[config.mk]
export PLATFORM = sky130hd
export DESIGN_NAME = key_matrix_scan
export DESIGN_NICKNAME = d
export VERILOG_FILES = /design/src/rtl/keyscan_pkg.sv /design/src/rtl/key_matrix_scan_debounce.sv /design/src/rtl/key_matrix_scan.sv
export SDC_FILE = /design/constraint.sdc
export NUM_CORES = 1
export LEC_CHECK = 0
export CAP_MARGIN = 20
export CORE_UTILIZATION = 50
export CTS_BUF_LIST = sky130_fd_sc_hd__clkbuf_8
export DETAILED_ROUTE_END_ITERATION = 10
export PLACE_DENSITY = 0.72
export SLEW_MARGIN = 40
export SYNTH_ARGS = -nofsm -noshare
export SYNTH_HDL_FRONTEND = slang
export SYNTH_SLANG_ARGS = --single-unit
[constraint.sdc]
create_clock -name CLK -period 4 [get_ports CLK]
set_clock_uncertainty 0.2 [all_clocks]
set_input_delay 0.6 -clock CLK [delete_from_list [all_inputs] [get_ports CLK]]
set_output_delay 0.6 -clock CLK [all_outputs]
set_load 0.01 [all_outputs]
[src/rtl/keyscan_pkg.sv]
// Shared constants, scan FSM state encoding and row-drive helper for the key matrix scanner.
package keyscan_pkg;

    localparam int ROWS  = 4;
    localparam int COLS  = 4;
    localparam int NKEYS = ROWS * COLS;

    typedef logic [1:0] scan_state_t;

    localparam scan_state_t DRIVE  = 2'd0;
    localparam scan_state_t SAMPLE = 2'd1;
    localparam scan_state_t NEXT   = 2'd2;

    function automatic logic [ROWS-1:0] row_drive(input logic [1:0] r);
        return ~(4'b0001 << r);
    endfunction

endpackage

[src/rtl/key_matrix_scan_debounce.sv]
// Per-key frame-rate debouncer: a key flips only after DEBOUNCE_SCANS consecutive disagreeing frames.
// Optional press pulse output when KEYSCAN_EVENT_EN is defined.
module key_debounce #(
    parameter int DEBOUNCE_SCANS = 4
) (
    input  logic CLK,
    input  logic rst,
    input  logic update,
    input  logic raw,
    output logic key
`ifdef KEYSCAN_EVENT_EN
    ,
    output logic press
`endif
);

    localparam logic [3:0] THRESH_M1 = 4'(DEBOUNCE_SCANS - 1);

    logic [3:0] cnt;

    // Any agreeing frame restarts the count, so a bounce never accumulates.
    always_ff @(posedge CLK or posedge rst) begin
        if (rst) begin
            key <= 1'b1;
            cnt <= 4'd0;
        end else if (update) begin
            if (raw == key) begin
                cnt <= 4'd0;
            end else if (cnt == THRESH_M1) begin
                key <= raw;
                cnt <= 4'd0;
            end else begin
                cnt <= cnt + 4'd1;
            end
        end
    end

`ifdef KEYSCAN_EVENT_EN
    always_ff @(posedge CLK or posedge rst) begin
        if (rst) begin
            press <= 1'b0;
        end else begin
            press <= update && key && !raw && (cnt == THRESH_M1);
        end
    end
`endif

endmodule

[src/rtl/key_matrix_scan.sv]
// 4x4 key matrix scanner with per-key frame debouncing.
// Define KEYSCAN_EVENT_EN to add the press_evt one-cycle press pulses.
module key_matrix_scan
    import keyscan_pkg::*;
#(
    parameter int SCAN_DIV       = 1000,
    parameter int DEBOUNCE_SCANS = 4
) (
    input  logic             CLK,
    input  logic             rst,
    output logic [ROWS-1:0]  row_n,
    input  logic [COLS-1:0]  col_n,
    output logic [NKEYS-1:0] keys,
    output logic             scan_done
`ifdef KEYSCAN_EVENT_EN
    ,
    output logic [NKEYS-1:0] press_evt
`endif
);

    logic [COLS-1:0]  col_s1;
    logic [COLS-1:0]  col_s2;
    scan_state_t      state;
    logic [1:0]       row;
    logic [15:0]      div_cnt;
    logic [NKEYS-1:0] raw;
    logic             frame_tick;

    always_ff @(posedge CLK or posedge rst) begin
        if (rst) begin
            col_s1 <= '1;
            col_s2 <= '1;
        end else begin
            col_s1 <= col_n;
            col_s2 <= col_s1;
        end
    end

    // Reset parks in DRIVE with div_cnt = 0 so the first edge starts row 0 cleanly.
    always_ff @(posedge CLK or posedge rst) begin
        if (rst) begin
            state   <= DRIVE;
            row     <= 2'd0;
            div_cnt <= 16'd0;
            row_n   <= '1;
            raw     <= '1;
        end else begin
            case (state)
                DRIVE: begin
                    row_n <= row_drive(row);
                    if (div_cnt == 16'(SCAN_DIV - 1)) begin
                        state <= SAMPLE;
                    end else begin
                        div_cnt <= div_cnt + 16'd1;
                    end
                end
                SAMPLE: begin
                    for (int c = 0; c < COLS; c++) begin
                        raw[{row, 2'(c)}] <= col_s2[c];
                    end
                    row_n <= '1;
                    state <= NEXT;
                end
                NEXT: begin
                    row     <= row + 2'd1;
                    row_n   <= row_drive(row + 2'd1);
                    div_cnt <= 16'd1;
                    state   <= DRIVE;
                end
                default: begin
                    row     <= 2'd0;
                    div_cnt <= 16'd0;
                    row_n   <= '1;
                    state   <= DRIVE;
                end
            endcase
        end
    end

    assign frame_tick = (state == NEXT) && (row == 2'd3);

    always_ff @(posedge CLK or posedge rst) begin
        if (rst) begin
            scan_done <= 1'b0;
        end else begin
            scan_done <= frame_tick;
        end
    end

    for (genvar i = 0; i < NKEYS; i++) begin : g_key
        key_debounce #(
            .DEBOUNCE_SCANS(DEBOUNCE_SCANS)
        ) u_debounce (
            .CLK   (CLK),
            .rst   (rst),
            .update(frame_tick),
            .raw   (raw[i]),
            .key   (keys[i])
`ifdef KEYSCAN_EVENT_EN
            ,
            .press (press_evt[i])
`endif
        );
    end

endmodule
# Word-level counts from Yosys, hierarchy flattened
# Index checks and enable logic that the tools add are counted.
[totals]
word_cells = 199
out_inout_bits = 21
input_bits = 6
regBits = 129
[classes]
shifts = 2
n_reduce_logical = 24
addsub = 18
n_lt_le_gt_ge = 8
n_eq_ne = 38
bitwise = 19
mux = 50
[op_table]
columns = ["operator", "n"]
rows = [
  ["4-bit 2-to-1 mux", 32],
  ["4-bit by 1-bit adder with 4-bit output, second input constant", 16],
  ["16-bit bitwise mux", 4],
  ["4-bit by 2-bit equality test with 1-bit output, second input constant", 16],
  ["16-bit case mux with 3 select lines", 1],
  ["3-bit AND reduction", 16],
  ["4-bit by 5-bit less-than comparator with 1-bit output, second input constant", 4],
  ["1-bit inverter", 17],
  ["16-bit by 1-bit adder with 16-bit output, second input constant", 1],
  ["1-bit equality test", 16],
  ["16-bit by 10-bit equality test with 1-bit output, second input constant", 1],
  ["4-bit by 1-bit >= comparator with 1-bit output, second input constant", 4],
  ["16-bit 2-to-1 mux", 1],
  ["1-bit demux with 2-bit select", 4],
  ["4-bit inverter", 2],
  ["2-bit case mux with 2 select lines", 2],
  ["4-bit case mux with 2 select lines", 1],
  ["1-bit by 2-bit << shifter with 4-bit output, first input constant", 2],
  ["1-bit logical AND", 5],
  ["2-bit equality test, second input constant", 2],
  ["1-bit 2-to-1 mux", 4],
  ["2-bit != test, second input constant", 2],
  ["2-bit by 1-bit adder with 2-bit output, second input constant", 1],
  ["2-bit by 1-bit equality test with 1-bit output, second input constant", 1],
  ["4 further kinds", 4],
]

# Logic depth before layout (Yosys ltp)
[depth]
word_depth = 8
ltp_mapped = 7
depth_no_buf = 6

# Hierarchy
# Synthesis repeated with hierarchy kept, for this count alone.
[unflattened]
cells_unflattened = 558
area_unflattened_um2 = 6573.8
[by_module_without_submodules]
columns = ["mod", "cells_each", "instances", "area_per_inst_um2", "seq_area_each_um2"]
rows = [
  ["key_debounce", 24, 16, 274.0, 126.4],
  ["key_matrix_scan", 174, 1, 2189.6, 1261.2],
]

# Least setup slack after synthesis
# Ideal clock, no wire load.
[synth_timing]
kind = "flip-flop to flip-flop"
from = "register div_cnt[0]"
to = "register div_cnt[11]"
setup_time_ns = 0.077
path_slack_ns = 2.032
n_path_buf = 0
synth_period_minus_slack_ns = 1.968
t_arrival_ns = 1.691
path_stages_with_launch = 6
t_required_ns = 3.723
path_cell_list = "dfrtp_1 -> ha_1 -> and3b_2 -> a41o_2 -> or4_1 -> a21oi_1"
[synth_via]
elab_chain_len = 3
elab_cells_between_ends = 6
cone_classes = "1 x add/sub; 2 x eq/ne; 2 x mux; 1 x reduce/logical"
[synth_lines]
columns = ["item", "line", "text"]
rows = [
  ["start, declared", "key_matrix_scan.sv:25", "logic [15:0] div_cnt;"],
  ["start signal, assigned", "key_matrix_scan.sv:54", "div_cnt <= div_cnt + 16'd1;"],
  ["16-bit by 1-bit adder with 16-bit output or 16-bit by 10-bit equality test with 1-bit output (tied branches)", "key_matrix_scan.sv:54, key_matrix_scan.sv:51", ""],
  ["16-bit 2-to-1 mux or 2-bit != test (tied branches)", "-", ""],
  ["16-bit case mux with 3 select lines or 2-bit AND reduction (tied branches)", "-", ""],
]
# Several ways; a longest one is shown, not always the timed one. The select of a mux whose other input is x is not followed.
# A chain may end at the register's enable or synchronous reset.

# Final worst setup path
[layout_timing]
from = "register g_key[10].u_debounce.key"
to = "output port keys[10]"
[layout_rtl]
columns = ["item", "line", "text"]
rows = [
  ["start, declared", "key_matrix_scan_debounce.sv:10", "output logic key"],
  ["start signal, assigned", "key_matrix_scan_debounce.sv:30", "key <= raw;"],
  ["end, declared", "key_matrix_scan.sv:13", "output logic [NKEYS-1:0] keys,"],
]
# No word-level cell between the ends.

==> results by group <==
Die
  – I/O Pins: 27
  – Die Y: 113 um
  – Rows: 39
  – Core Box Area: 11700 um^2
  – Die width: around 110 um
  – Starting Density: 52.4%
  – Die ar.: 12700 um^2

STA
  – Worst setup slack after layout: 1.65 ns
  – Slew Viols, Final: 0
  – Fin. Hold Viols: 0
  – RSZ-0062 raised after global routing: false
  – Min Tclk post-route: 2.35 ns
  – Setup violators final: 0
  – Top achievable clock speed: 425 MHz
  – Worst slew pin tran: ~0.67 ns
  – Relative slew slack: 55.4%
  – Final setup TNS: 0 ns
  – Period utilization: between 50% and 60%

Detailed routing
  – DR iter-0 viols: 216
  – Final ANT Viol Nets: 0
  – Via Count: 4027
  – Routed vias/inst: 5.74
  – WL/cell: ~16 um
  – DRC violations left: 0
  – Drt pass-1 iters: 4
  – Drt total wl: 11200 um

Worst setup path
  – Setup Crit Path Kind: flop to output port
  – CP endpoint kind: output port
  – Startpoint Class: flop
  – Buf/Inv on CP: 1
  – CP arrival: 1.55 ns
  – Worst path cell trace: clkdlybuf4s50_1
  – CP max stage cell: dfstp_2
  – Critical Path Fanout Max: 3
  – CP max stage delay: around 0.56 ns
  – Crit path max-delay family: flip-flops
  – Critical Path RT: 3.20 ns

Place
  – DP Worst Slack: 1.60 ns
  – Gpl congestion: between 0.8 and 0.9
  – Post-DP HPWL: 7390 um
  – Placed insts: 670
  – Port Buffers: 26

Cells and area
  – Fin util: 58.4%
  – Fillers: 951
  – Multi-input gate area: 2590 um^2
  – Ant. Diodes: 0
  – Share of cells above drive strength 1: 21.5%
  – Final nets: between 500 and 600
  – FF/Latch Area: 3280 um^2
  – Synth-to-Final Area Change: 11.6%
  – Finished Layout Cells: 702

Synthesis
  – Ys async rst share: 100%
  – Yosys top cell area share: 34.8%
  – Mean post-synth cell area: between 10 and 15 um^2
  – Area of the mapped netlist: between 6000 and 7000 um^2
  – Cell variety after synth: 44
  – Register area share after synthesis: 53.8%
  – Top-count cell post-synth: dfrtp_1
  – Most common library cells after synthesis: dfrtp_1 (85), dfstp_2 (44), a22o_1 (42), nor2_1 (41), nand2_1 (37)
  – Synth Register Bits: 129
  – EDFF count, synth: 0
  – Cells after synthesis: 528
  – Synth Flop Type: dfrtp_1
  – Synth warnings: 0
  – Top cell type by total area after synthesis: dfrtp_1
  – Syn Nets: 555
  – Dominant cells by area after synthesis: dfrtp_1 (35%), dfstp_2 (19%), mux2_2 (6.1%)

Power
  – VDD IR max: between 0.2 and 0.3 mV
  – Pwr dens: approximately 370 nW/um^2
  – Leakage power: between 2 and 3 nW

Hold path
  – Class of the worst hold path: flop to flop

Clock tree
  – Clk_lat worst skew: 0.44 ns
  – CTS Hold Bufs: 0
  – Sink Count: 129
  – Cts repair resizes: 0
  – Number of buffers created by CTS: 17
  – TritonCTS clock tree: built
  – CTS Root Cell: clkbuf_8
  – Post-CTS setup buffers: 0
  – Reg clk slew, reported paths: around 0.08 ns
  – Clk buf depth: 2
  – Clock H-tree levels: 4

GRT
  – Pin count of the biggest net entering global routing: 83
  – GRT Total Usage: between 10% and 20%
  – Global-route wire length before repair: 19000 um
  – Met1 Track Usage GR: 25.0%
  – Overflow after GRT: 0
  – Initial antenna violation count: 0
  – Met3 Resource Use GR: 5.45%
  – Vias in the first global route: 4026
  – Most Crowded Layer GR: met2
  – Met2 usage: 30.8%

Job
  – MaxCap Viol Count: 0

Outcome
  – Outcome: completed
==> cell type report <==
| type | count | area share, % |
|---|---|---|
| sequential | 129 | 48.2 |
| clock buffer | 24 | 4.85 |
| tap | 143 | 2.63 |
| inverter | 9 | 0.551 |
| clock inverter | 8 | 1.25 |
| timing repair buffer | 30 | 4.44 |
| multi-input combinational | 359 | 38.1 |
==> stage by stage <==
step / total power [mW] / cell area, um^2 / hold slack, ns
global route: 2.59 / 6810 / 0.160
CTS: 2.53 / 6810 / 0.158
detailed placement: 1.37 / 6400 / 0.148
floorplan: 1.36 / 6110 / 0.145
finish: 2.49 / 6810 / 0.157
global placement: 1.37 / 6400 / 0.146
==> report_power, final <==
part / internal [mW] / total (mW) / switching, mW / leakage [nW]
clock network: 0.660 / 1.14 / 0.479 / 0.230
logic: 0.00723 / 0.0323 / 0.0250 / 1.09
registers: 1.31 / 1.32 / 0.00330 / 1.63
total: 1.98 / 2.49 / 0.507 / 2.94
==> state kept, by name, summed over array words and instances (netlist names) <==
name,cells
row,2
col_s1,4
div_cnt,16
col_s2,4
g_key.u_debounce.cnt,64
raw,16
g_key.u_debounce.key,16
state,2
scan_done,1
row_n,4
==> worst paths after layout <==
check	startpoint	endpoint	depth (start not counted)	slack, ns
setup / recovery	g_key[10].u_debounce.key	keys[10]	1	1.65
hold / removal	col_s1[1]	col_s2[1]	0	0.16
setup reg to reg	state[0]	g_key[5].u_debounce.cnt[2]	4	1.66
hold reg to reg	col_s1[1]	col_s2[1]	0	0.16
max in group asynchronous	rst	row_n[3]	3	2.56
min in group asynchronous	rst	g_key[15].u_debounce.cnt[2]	2	0.28
==> cell usage in the layout (no fill, tap or decap), drive strengths merged, types with 24 or more instances in the layout <==
cell,instances
o21ai,32
clkbuf,24
xnor2,32
mux2,33
nand2,37
a22o,42
dfstp,44
nor2,41
clkdlybuf4s50,26
dfrtp,85
==> logic make-up after synthesis <==
kind of cell	synth area share, %
compound gates	12.4
xor+xnor	4.73
fa+ha+maj	4.30
buf+inv	3.73
flops	53.8
mux	6.91
simple gates	14.2
==> per-layer routing <==
layer	wire (um)	part of all wire, %
met1	5220	47
met2	5400	48
met3	392	3.5
met4	153	1.4
met5	0	0
No activity file was read; power rests on OpenSTA's default activity.
